--- src/rtl/alu_ctrl_pkg.sv ---
// Shared constants for the ID/EX ALU control unit: ALU codes, funct codes,
// main-decoder ALU classes and the multiply/divide sequencer state type.
package alu_ctrl_pkg;

    // ALU control codes (4-bit base encoding, zero-extended to CTRL_W)
    localparam logic [3:0] ALU_AND  = 4'b0000;
    localparam logic [3:0] ALU_OR   = 4'b0001;
    localparam logic [3:0] ALU_ADD  = 4'b0010;
    localparam logic [3:0] ALU_XOR  = 4'b0011;
    localparam logic [3:0] ALU_SUB  = 4'b0110;
    localparam logic [3:0] ALU_SLT  = 4'b0111;
    localparam logic [3:0] ALU_SLL  = 4'b1000;
    localparam logic [3:0] ALU_SRL  = 4'b1001;
    localparam logic [3:0] ALU_SRA  = 4'b1010;
    localparam logic [3:0] ALU_SLTU = 4'b1011;
    localparam logic [3:0] ALU_NOR  = 4'b1100;
    localparam logic [3:0] ALU_MULT = 4'b1101;
    localparam logic [3:0] ALU_DIV  = 4'b1110;

    // R-type funct field values
    localparam logic [5:0] F_SLL   = 6'b000000;
    localparam logic [5:0] F_SRL   = 6'b000010;
    localparam logic [5:0] F_SRA   = 6'b000011;
    localparam logic [5:0] F_JR    = 6'b001000;
    localparam logic [5:0] F_MULT  = 6'b011000;
    localparam logic [5:0] F_MULTU = 6'b011001;
    localparam logic [5:0] F_DIV   = 6'b011010;
    localparam logic [5:0] F_DIVU  = 6'b011011;
    localparam logic [5:0] F_ADD   = 6'b100000;
    localparam logic [5:0] F_SUB   = 6'b100010;
    localparam logic [5:0] F_AND   = 6'b100100;
    localparam logic [5:0] F_OR    = 6'b100101;
    localparam logic [5:0] F_XOR   = 6'b100110;
    localparam logic [5:0] F_NOR   = 6'b100111;
    localparam logic [5:0] F_SLT   = 6'b101010;
    localparam logic [5:0] F_SLTU  = 6'b101011;

    // Main-decoder ALU classes
    localparam logic [1:0] AOP_ADD  = 2'b00;
    localparam logic [1:0] AOP_SUB  = 2'b01;
    localparam logic [1:0] AOP_RTYP = 2'b10;
    localparam logic [1:0] AOP_ADD2 = 2'b11;

    // Multiply/divide sequencer state
    typedef enum logic {
        MD_IDLE = 1'b0,
        MD_BUSY = 1'b1
    } md_state_e;

endpackage

--- src/rtl/alu_ctrl_unit_md_busy_timer.sv ---
// Multiply/divide occupancy timer: IDLE/BUSY FSM with a load/decrement
// counter. Present only when MIPS_MULDIV_EN is defined.
`ifdef MIPS_MULDIV_EN
module md_busy_timer
    import alu_ctrl_pkg::*;
#(
    parameter int unsigned CNT_W = 5
) (
    input  logic             clk,
    input  logic             reset,
    input  logic             flush,
    input  logic             load,
    input  logic [CNT_W-1:0] load_val,
    output logic             busy,
    output logic             done
);

    md_state_e        state_q, state_d;
    logic [CNT_W-1:0] cnt_q, cnt_d;
    logic             done_q, done_d;

    // State, counter and registered done pulse
    always_ff @(posedge clk) begin
        if (reset) begin
            state_q <= MD_IDLE;
            cnt_q   <= '0;
            done_q  <= 1'b0;
        end else begin
            state_q <= state_d;
            cnt_q   <= cnt_d;
            done_q  <= done_d;
        end
    end

    // Next state: load on launch, count down while busy, flush wins
    always_comb begin
        state_d = state_q;
        cnt_d   = cnt_q;
        done_d  = 1'b0;
        case (state_q)
            MD_IDLE: begin
                if (load) begin
                    state_d = MD_BUSY;
                    cnt_d   = load_val;
                end
            end
            MD_BUSY: begin
                if (cnt_q == '0) begin
                    state_d = MD_IDLE;
                end else begin
                    cnt_d = cnt_q - CNT_W'(1);
                end
            end
            default: state_d = MD_IDLE;
        endcase
        if (flush) begin
            state_d = MD_IDLE;
            cnt_d   = '0;
        end
        // Done pulses in the last busy cycle (counter at zero)
        done_d = (state_d == MD_BUSY) && (cnt_d == '0);
    end

    assign busy = (state_q == MD_BUSY);
    assign done = done_q;

endmodule
`endif

--- src/rtl/alu_ctrl_unit.sv ---
// ALU / jump-register control unit at the ID/EX boundary. Decodes
// {alu_op, funct} into a registered EX control word and sequences
// multi-cycle MULT/DIV occupancy when MIPS_MULDIV_EN is defined.
module alu_ctrl_unit
    import alu_ctrl_pkg::*;
#(
    parameter int unsigned CTRL_W  = 4,
    parameter int unsigned MUL_LAT = 4,
    parameter int unsigned DIV_LAT = 32
) (
    input  logic              clk,
    input  logic              reset,
    input  logic              in_valid,
    output logic              in_ready,
    input  logic [1:0]        alu_op,
    input  logic [5:0]        funct,
    input  logic              flush,
    output logic              ex_valid,
    output logic [CTRL_W-1:0] ex_alu_ctrl,
    output logic              ex_jr,
    output logic              ex_illegal,
    output logic              ex_md_start,
    output logic              md_busy,
    output logic              md_done
);

    // Reject unusable parameterisations at elaboration
    if (CTRL_W < 4 || MUL_LAT < 1 || DIV_LAT < 1) begin : g_param_check
        $error("alu_ctrl_unit: CTRL_W must be >= 4, latencies >= 1");
    end

    logic [3:0] code_c;
    logic       jr_c;
    logic       illegal_c;
    logic       is_md;
    logic       accept;
`ifdef MIPS_MULDIV_EN
    logic       md_mul_c;
    logic       md_div_c;
`endif

    // Combinational decode of the incoming instruction
    always_comb begin
        code_c    = ALU_ADD;
        jr_c      = 1'b0;
        illegal_c = 1'b0;
`ifdef MIPS_MULDIV_EN
        md_mul_c  = 1'b0;
        md_div_c  = 1'b0;
`endif
        case (alu_op)
            AOP_ADD, AOP_ADD2: code_c = ALU_ADD;
            AOP_SUB:           code_c = ALU_SUB;
            default: begin
                case (funct)
                    F_ADD:  code_c = ALU_ADD;
                    F_SUB:  code_c = ALU_SUB;
                    F_AND:  code_c = ALU_AND;
                    F_OR:   code_c = ALU_OR;
                    F_XOR:  code_c = ALU_XOR;
                    F_NOR:  code_c = ALU_NOR;
                    F_SLT:  code_c = ALU_SLT;
                    F_SLTU: code_c = ALU_SLTU;
                    F_SLL:  code_c = ALU_SLL;
                    F_SRL:  code_c = ALU_SRL;
                    F_SRA:  code_c = ALU_SRA;
                    F_JR: begin
                        code_c = ALU_ADD;
                        jr_c   = 1'b1;
                    end
`ifdef MIPS_MULDIV_EN
                    F_MULT, F_MULTU: begin
                        code_c   = ALU_MULT;
                        md_mul_c = 1'b1;
                    end
                    F_DIV, F_DIVU: begin
                        code_c   = ALU_DIV;
                        md_div_c = 1'b1;
                    end
`endif
                    default: begin
                        code_c    = ALU_ADD;
                        illegal_c = 1'b1;
                    end
                endcase
            end
        endcase
    end

`ifdef MIPS_MULDIV_EN
    localparam int unsigned MAX_LAT = (MUL_LAT > DIV_LAT) ? MUL_LAT : DIV_LAT;
    localparam int unsigned CNT_W   = (MAX_LAT > 1) ? $clog2(MAX_LAT) : 1;

    logic [CNT_W-1:0] load_val_c;

    assign is_md      = md_mul_c | md_div_c;
    assign load_val_c = md_div_c ? CNT_W'(DIV_LAT - 1) : CNT_W'(MUL_LAT - 1);

    md_busy_timer #(
        .CNT_W (CNT_W)
    ) u_md_busy_timer (
        .clk      (clk),
        .reset    (reset),
        .flush    (flush),
        .load     (accept & is_md),
        .load_val (load_val_c),
        .busy     (md_busy),
        .done     (md_done)
    );

    assign in_ready = ~md_busy;
`else
    assign is_md    = 1'b0;
    assign in_ready = 1'b1;
    assign md_busy  = 1'b0;
    assign md_done  = 1'b0;
`endif

    // Flush cancels any coincident handshake
    assign accept = in_valid & in_ready & ~flush;

    // EX-stage control register; fields hold on non-accept cycles
    always_ff @(posedge clk) begin
        if (reset) begin
            ex_valid    <= 1'b0;
            ex_alu_ctrl <= '0;
            ex_jr       <= 1'b0;
            ex_illegal  <= 1'b0;
            ex_md_start <= 1'b0;
        end else begin
            ex_valid    <= accept;
            ex_md_start <= accept & is_md;
            if (accept) begin
                ex_alu_ctrl <= CTRL_W'(code_c);
                ex_jr       <= jr_c;
                ex_illegal  <= illegal_c;
            end
        end
    end

endmodule

--- config.mk ---
export PLATFORM = sky130hd
export DESIGN_NAME = alu_ctrl_unit
export DESIGN_NICKNAME = d
export VERILOG_FILES = /design/src/rtl/alu_ctrl_pkg.sv /design/src/rtl/alu_ctrl_unit_md_busy_timer.sv /design/src/rtl/alu_ctrl_unit.sv
export SDC_FILE = /design/constraint.sdc
export NUM_CORES = 1
export LEC_CHECK = 0
export ABC_AREA = 1
export ABC_CLOCK_PERIOD_IN_PS = 1000
export CORE_MARGIN = 2
export CORE_UTILIZATION = 35
export CTS_BUF_LIST = sky130_fd_sc_hd__clkbuf_4 sky130_fd_sc_hd__clkbuf_8
export CTS_CLUSTER_SIZE = 16
export DETAILED_ROUTE_END_ITERATION = 8
export HOLD_SLACK_MARGIN = 0.05
export PLACE_DENSITY = 0.69
export RECOVER_POWER = 100
export SKIP_LAST_GASP = 1
export SLEW_MARGIN = 5
export SYNTH_ARGS = -nofsm -noshare
export SYNTH_HDL_FRONTEND = slang
export SYNTH_SLANG_ARGS = --single-unit
--- constraint.sdc ---
create_clock -name clk -period 1 [get_ports clk]
set_input_delay 0.1 -clock clk [delete_from_list [all_inputs] [get_ports clk]]
set_output_delay 0.1 -clock clk [all_outputs]
set_load 0.05 [all_outputs]
==> results by group, run 1 <==
Timing
  – Worst Clk Skew: 0 ns
  – RSZ-0062 raised after global routing: no
  – Fmax: 1060 MHz
  – Final setup violation count: 0
  – Setup total negative slack: 0 ns
  – Tcrit/Tclk final: 94.5%
  – Fin. max-slew vios: 0
  – Setup WS post-layout: 0.0552 ns
  – Final Critical Period: 0.945 ns
  – Final hold slack: 0.300 ns
  – Hold Fails Final Rpt: 0

Pwr
  – Sw Pwr: 255 uW
  – P per Cell Area: 1040 nW/um^2
  – Reg power frac: 36.3%
  – Combinational group share of total power: 28.0%
  – Tot Pwr: 800 uW
  – Max rail drop VDD: 723 uV
  – Sw frac: 31.9%
  – Clk pwr share: 35.7%
  – Int Power: 545 uW
  – Leakage: 0.000416 uW

Layout
  – Fillers: 137
  – Final net count: 120
  – Register area: 140 sq um
  – # diodes: 0
  – Layout Area Growth over Synthesis: 51.2%
  – Fin cells: 122
  – Share of cells above drive strength 1: 38.3%
  – Multi-input gate area: 335 sq um

Yosys
  – Seq cells post-synth: 7
  – EDFF count, synth: 0
  – Syn Inst Count: 79
  – Predominant post-synthesis flop cell: dfxtp_1
  – Synth area leaders: dfxtp_1, nand2_1, a21oi_1
  – Mux contribution to synthesized area: 0%
  – Syn avg cell area: 6.46 sq um
  – YS warnings: 0
  – Sequential fraction of the synthesis area: 27.5%
  – Adder-cell share of the synthesized area: 0%
  – Fraction of the mapped netlist area in simple logic gates: 49.3%
  – Post-synthesis compound-gate area fraction: 8.58%
  – Synth top area share: 27.5%
  – Post-synth cell types: 18
  – Mapped Area: 510 sq um
  – Xor/xnor cell area share of the yosys netlist: 0%
  – Synth area leader: dfxtp_1
  – Asr flop ratio synth: 0%
  – Largest family of logic cells by synthesized area: simple AND/OR/NAND/NOR gates
  – Most common cell in the synthesized netlist: nand2_1

GRT
  – Grt ovf: 0
  – Total Routing Usage GR: 15.4%
  – Met2 Use GR: 24.9%
  – GR Util met1: 18.9%
  – Grt peak-use layer: met2
  – Initial antenna violation count: 0
  – Vias in the first global route: 530
  – GR Util met3: 5.17%
  – First-pass GRT wire length: 2110 um
  – Pin count of the biggest net entering global routing: 8

Placement
  – Post-placement cell count: 117
  – Setup Slack @ Placement: -0.341 ns
  – Post-DP HPWL: 946 um
  – RD Place Congestion: 0.829
  – Buffers on Ports: 18

Floorplan
  – Row cnt: 13
  – Die ar.: 1780 sq um
  – Num ports: 23
  – Initial Utilization: 38.3%
  – CORE AREA: 1330 sq um
  – Die X: 42.2 um
  – Die Y: 42.2 um

Critical path
  – CP top delay family: flip-flops
  – Crit. Startpoint: ex_alu_ctrl[3]
  – Worst r2r src: ex_alu_ctrl[2]
  – CP Launch Type: register
  – Worst EP arrival: 0.84 ns
  – Critical path endpoint: ex_alu_ctrl[3]
  – Max stage delay cell, worst path: dfxtp_1
  – Total stage count of the critical path: 1
  – Crit path buf inv count: 1
  – Worst path cell trace: buf_2
  – WS Path Type: reg2out
  – FF-to-FF setup slack: 0.39 ns
  – CP Data Required Time: 0.90 ns
  – Reg2Reg Depth: 2
  – RR Endpoint: ex_alu_ctrl[2]
  – Worst setup EP type: primary output
  – Critical-path maximum fanout: 2
  – Slowest stage delay, CP: 0.33 ns

CTS
  – Root Driver: clkbuf_4
  – Clock Latency Late Sink: 0.25 ns
  – Clk slew on worst S/H paths: 0.05 ns
  – CTS H-tree depth: 1
  – CTS tree: yes
  – Cts hold-fix bufs: 0
  – Total CTS buffers: 3
  – Clk sinks: 7
  – CTS max path bufs: 2

Detailed routing
  – Iteration-0 DRC Markers: 16
  – DRT Wirelength: 1180 um
  – Routed Antenna Nets: 0
  – Detailed-route DRC error count: 0
  – Routed WL per cell: 9.64 um
  – Vias/cell: 4.63
  – Via count: 565
  – DR pass1 iterations: 4

Worst hold path
  – Hold/Removal Path Class: in2reg

Run
  – # Max-Cap Violations: 0

Status
  – Status: complete, no violations
[registers in the layout, indices dropped and copies added, names as in the netlist]
register,cells
ex_alu_ctrl,4
ex_illegal,1
ex_jr,1
ex_valid,1
[routing by layer]
layer / vias up / routed length (um)
li1: 297 / -
met1: 249 / 487
met2: 17 / 606
met3: 2 / 74
met4: 0 / 8
met5: - / 0
[how the worst min path moves through the flow]
stage / start / endpoint / slack [ns] / cells past startpoint
after global routing: alu_op[1] / ex_alu_ctrl[2] / 0.35 / 4
after detailed placement: ex_alu_ctrl[0] / ex_alu_ctrl[0] / 0.49 / 2
after CTS: funct[0] / ex_alu_ctrl[2] / 0.48 / 6
final: alu_op[1] / ex_alu_ctrl[2] / 0.30 / 4
after global placement: ex_alu_ctrl[0] / ex_alu_ctrl[0] / 0.49 / 2
after floorplan: reset / ex_alu_ctrl[3] / 0.16 / 1
[kinds of logic after synthesis]
logic type             count (synthesis)
other                                  2
DFF                                    7
AOI/OAI and AO/OA                      8
and+or+nand+nor                       48
buffers and inverters                 14
[area by class of cell]
cell class | count | area share, %
clock buffers | 4 | 3.89
inverters | 10 | 4.86
multi-input cells | 60 | 43.4
flip-flops and latches | 7 | 18.2
well taps | 15 | 2.43
repair buffers | 26 | 27.2
[power groups by stage]
stage          sequential [uW]  clock [uW]  combinational, uW
3_3_place_gp               301           0                240
6_report                   290         286                224
5_1_grt                    291         310                245
3_5_place_dp               301           0                243
4_1_cts                    295         296                242
2_1_floorplan              323           0                111
[what timing repair did]
action                                  CTS  global route
buffers inserted                          0             1
gates resized for setup                  10            10
hold endpoints to repair                  0             0
pin swaps                                 3             6
endpoints found under the setup margin    6             6
[cell usage in the layout (no fill, tap or decap), types with 6 or more instances in the layout]
cell type,netlist,routed
a21oi_1,7,7
nand2_1,19,17
nand3_1,7,7
dlygate4sd2_1,0,6
dfxtp_1,7,7
buf_4,4,8
[metrics by stage]
step,util (%),area [sq um]
floorplan,-,518
global placement,60.7,810
detailed placement,60.7,810
CTS,63.3,845
global route,57.9,772
finish,57.9,772
No activity file was read; power rests on OpenSTA's default activity.
==> run 2, diff against run 1 <==
--- a/config.mk
+++ b/config.mk
@@ -7,6 +7,7 @@
 export LEC_CHECK = 0
 export ABC_AREA = 1
 export ABC_CLOCK_PERIOD_IN_PS = 1000
+export CAP_MARGIN = 40
 export CORE_MARGIN = 2
 export CORE_UTILIZATION = 35
 export CTS_BUF_LIST = sky130_fd_sc_hd__clkbuf_4 sky130_fd_sc_hd__clkbuf_8
==> results of run 2 <==
No change in the layout: final DEF, timing and power equal those of run 1.
==> run 3, diff against run 2 <==
--- a/config.mk
+++ b/config.mk
@@ -8,7 +8,6 @@
 export ABC_AREA = 1
 export ABC_CLOCK_PERIOD_IN_PS = 1000
 export CAP_MARGIN = 40
-export CORE_MARGIN = 2
 export CORE_UTILIZATION = 35
 export CTS_BUF_LIST = sky130_fd_sc_hd__clkbuf_4 sky130_fd_sc_hd__clkbuf_8
 export CTS_CLUSTER_SIZE = 16
@@ -16,6 +15,7 @@
 export HOLD_SLACK_MARGIN = 0.05
 export PLACE_DENSITY = 0.69
 export RECOVER_POWER = 100
+export REMOVE_ABC_BUFFERS = 1
 export SKIP_LAST_GASP = 1
 export SLEW_MARGIN = 5
 export SYNTH_ARGS = -nofsm -noshare
==> results by group, run 3 (same netlist as run 1, synthesis figures left out) <==
Status
  – Status: complete, no violations

Timing
  – Worst Clk Skew: 0 ns (unchanged)
  – Final setup violation count: 0 (unchanged)
  – Setup WS post-layout: 0.0698 ns (+0.0145 ns)
  – Setup total negative slack: 0 ns (unchanged)
  – Fin. max-slew vios: 0 (unchanged)
  – Fmax: 1070 MHz (+1.6%)
  – Hold Fails Final Rpt: 0 (unchanged)
  – Final Critical Period: 0.930 ns (-0.0145 ns)
  – RSZ-0062 raised after global routing: no
  – Final hold slack: 0.271 ns (-0.0285 ns)
  – Tcrit/Tclk final: 93.0% (-1.5 points)

CTS
  – Root Driver: clkbuf_4
  – Cts hold-fix bufs: 0 (unchanged)
  – CTS H-tree depth: 1 (unchanged)
  – Total CTS buffers: 3 (unchanged)
  – Clk sinks: 7 (unchanged)
  – CTS tree: yes
  – CTS max path bufs: 2 (unchanged)
  – Clock Latency Late Sink: 0.24 ns (about the same)
  – Clk slew on worst S/H paths: 0.05 ns (about the same)

Layout
  – Layout Area Growth over Synthesis: 55.1%
  – Commonest non-fill, non-tap cell in the layout: nand2_1
  – Final Cell Area: 792 sq um (+2.6%)
  – Final net count: 123 (+2.5%)
  – Fin cells: 125 (+2.5%)
  – Max reg flops: 4 (unchanged)
  – Most frequent cells in the layout: nand2_1, buf_4, a21oi_1, dfxtp_1, dlygate4sd2_1
  – Share of cells above drive strength 1: 39.1% (+0.77 points)
  – # diodes: 0 (unchanged)
  – Top reg by flops: ex_alu_ctrl

Detailed routing
  – Via count: 577 (+2.1%)
  – Vias/cell: 4.62 (-0.33%)
  – DR pass1 iterations: 4 (unchanged)
  – DRT Wirelength: 1260 um (+7.1%)
  – Routed WL per cell: 10.1 um (+4.5%)
  – Routed Antenna Nets: 0 (unchanged)
  – Iteration-0 DRC Markers: 13 (-3)
  – Detailed-route DRC error count: 0 (unchanged)

Floorplan
  – CORE AREA: 1330 sq um (unchanged)
  – Die Y: 40.2 um (-4.7%)
  – Die ar.: 1620 sq um (-9.3%)
  – Num ports: 23 (unchanged)
  – Row cnt: 13 (unchanged)
  – Initial Utilization: 38.3% (unchanged)
  – Die X: 40.2 um (-4.7%)

Pwr
  – P per Cell Area: 1010 nW/um^2 (-2.9%)
  – Max rail drop VDD: 1040 uV (+44%)
  – Leakage: 0.000420 uW (+0.91%)

Critical path
  – Worst EP arrival: 0.83 ns (about the same)
  – Slowest stage delay, CP: 0.32 ns (about the same)
  – Max stage delay cell, worst path: dfxtp_1
  – CP Launch Type: register
  – Worst path cell trace: buf_2
  – Worst setup EP type: primary output
  – WS Path Type: reg2out
  – Crit path buf inv count: 1 (unchanged)
  – CP Data Required Time: 0.90 ns (about the same)
  – CP top delay family: flip-flops
  – Critical-path maximum fanout: 2 (unchanged)

GRT
  – Vias in the first global route: 519 (-2.1%)
  – Initial antenna violation count: 0 (unchanged)
  – Pin count of the biggest net entering global routing: 7 (-1)
  – Grt ovf: 0 (unchanged)
  – Total Routing Usage GR: 18.2% (+2.7 points)
  – First-pass GRT wire length: 1960 um (-7.2%)

Placement
  – Buffers on Ports: 18 (unchanged)
  – Post-DP HPWL: 1010 um (+6.4%)
  – Setup Slack @ Placement: -0.334 ns (+0.00650 ns)
  – Post-placement cell count: 119 (+1.7%)
  – RD Place Congestion: 0.870 (+4.9%)
  – Post-DP Area: 825 sq um (+1.9%)

Worst hold path
  – Hold/Removal Path Class: in2reg

Run
  – # Max-Cap Violations: 0 (unchanged)
## run 3: path summary, 6_finish.rpt
kind / startpoint / to / slack (ns) / cells after the start
worst min-delay path: alu_op[1] / ex_alu_ctrl[2] / 0.27 / 4
worst max-delay path: ex_alu_ctrl[2] / ex_alu_ctrl[2] / 0.07 / 1
worst min register to register: ex_alu_ctrl[3] / ex_alu_ctrl[3] / 0.46 / 2
worst max register to register: ex_alu_ctrl[2] / ex_alu_ctrl[2] / 0.38 / 2
## run 3: layer usage
metal	global-route usage, %	part of all wire (%)	up-vias
li1	-	-	301
met3	8.33	6.0	0
met2	33.9	51	22
met4	0	0	0
met5	0	0	-
met1	19.9	43	254
## run 3: where the power goes
part	total, uW	leakage (uW)	switching (uW)	internal [uW]
Clock	273	0.0000184	94.6	179
Sequential	291	0.0000569	3.13	287
Combinational	233	0.000345	150	82.9
## run 3: worst min-delay path, cell delays in order
cell            delay [ns]
dlymetal6s2s_1        0.12
nor3_1                0.06
a21oi_1               0.12
a21oi_1               0.07
## run 3: stage by stage
step,util [%],total power (uW)
final,59.4,797
after CTS,65.7,834
after detailed placement,61.8,550
after global routing,59.4,842
after global placement,61.8,547
after floorplan,-,422
## run 3: area by class of cell
cell class | instances | area, sq um
tap | 15 | 18.8
fill | 126 | 542
sequential | 7 | 140
timing repair buffer | 29 | 229
clock buffer | 4 | 30.0
multi-input combinational | 60 | 337
inverter | 10 | 37.5
## run 3: repair_timing
action	4_1_cts	5_1_grt
setup endpoints to repair	6	2
gates resized for setup	15	5
endpoints found under the hold margin	0	0
buffers inserted	0	2
pin swaps	2	5
==> variant, RTL diff (flow settings as in run 2) <==
Change the parameter `CTRL_W` from 4 to 6. Comments in the files are not updated.
--- a/src/rtl/alu_ctrl_unit.sv
+++ b/src/rtl/alu_ctrl_unit.sv
@@ -4,7 +4,7 @@
 module alu_ctrl_unit
     import alu_ctrl_pkg::*;
 #(
-    parameter int unsigned CTRL_W  = 4,
+    parameter int unsigned CTRL_W  = 6,
     parameter int unsigned MUL_LAT = 4,
     parameter int unsigned DIV_LAT = 32
 ) (
Interface: changed (resized ex_alu_ctrl); port bits go from 23 to 25. The function was not compared with the original's and may differ.
==> variant against run 2 <==
Synthesized area rose by 11%. Worst setup slack lost 0.0052 ns. Global-route usage decreased by 0.073 points. Highest routed layer unchanged. Wire length is 18% higher. Sequential power barely moved. Sequential cell count unchanged. Final area up 5.7%. Power rose by 3.9%.
==> variant: results <==
{
  "vias": 654,
  "ctsResizeCount": 13,
  "final_layout_size_suffix_gt1_frac": 0.314,
  "globalRouteMet1Util": 0.220,
  "grt_usage": 0.154,
  "fill_cells": 157,
  "cp_data_arrival_time_ns": 1.11,
  "buffer_area_frac": 0.275,
  "cts_setup_buffers": 2,
  "ir_drop_v": 0.000702,
  "yosysTopAreaCellShare": 0.248,
  "grt_pass1_wl_um": 2260,
  "drtIter0Drc": 21,
  "status": "finished clean",
  "nMultiInputCombCells": 71,
  "wl_met3_um": 119,
  "placed_area_um2": 865,
  "max_stage_delay_ns": 0.28,
  "nets": 134,
  "sh_seq_area": 0.172,
  "met1_length_um": 589,
  "p_per_area_nw_per_um2": 1020,
  "via_per_inst": 4.77,
  "synth_compound_area_frac": 0.0687,
  "synth_cell_types": 20,
  "clk_share": 0.0368,
  "grt_use_met3": 0.0531,
  "grt_max_degree": 7,
  "buffers_excl_clock": 28,
  "synthTopCellsByArea": "dfxtp_1 (25%), nand2_1 (16%), nand3_1 (11%)",
  "grt_pass1_vias": 560
}
## variant: cell count changes after synthesis, sizes merged, moves of 2 or more
cell,run 2,this run
a21oi,8,4
nand2,21,25
nor2,14,18
nand3,10,13
buf,4,6
inv,9,11
nor3,2,0
## variant: final timing paths
check,from,end,slack [ns],cells past startpoint
worst min-delay path,alu_op[0],ex_alu_ctrl[2],0.30,3
worst max register to register,ex_alu_ctrl[1],ex_alu_ctrl[1],0.37,4
worst min register to register,ex_illegal,ex_illegal,0.46,2
worst max-delay path,funct[5],ex_alu_ctrl[1],0.05,10
## variant: power breakdown
part / internal [W] / leakage (nW) / switching (W) / total (W)
Sequential: 0.000287 / 0.0569 / 0.00000282 / 0.000289
Clock: 0.000180 / 0.0184 / 0.000107 / 0.000287
Combinational: 0.0000860 / 0.376 / 0.000169 / 0.000255
Total: 0.000552 / 0.452 / 0.000279 / 0.000832
## variant: worst max-delay path, delay by kind of cell
kind | cells | cell delay (ns)
AND/OR/NAND/NOR | 7 | 0.59
buffers and inverters | 3 | 0.41
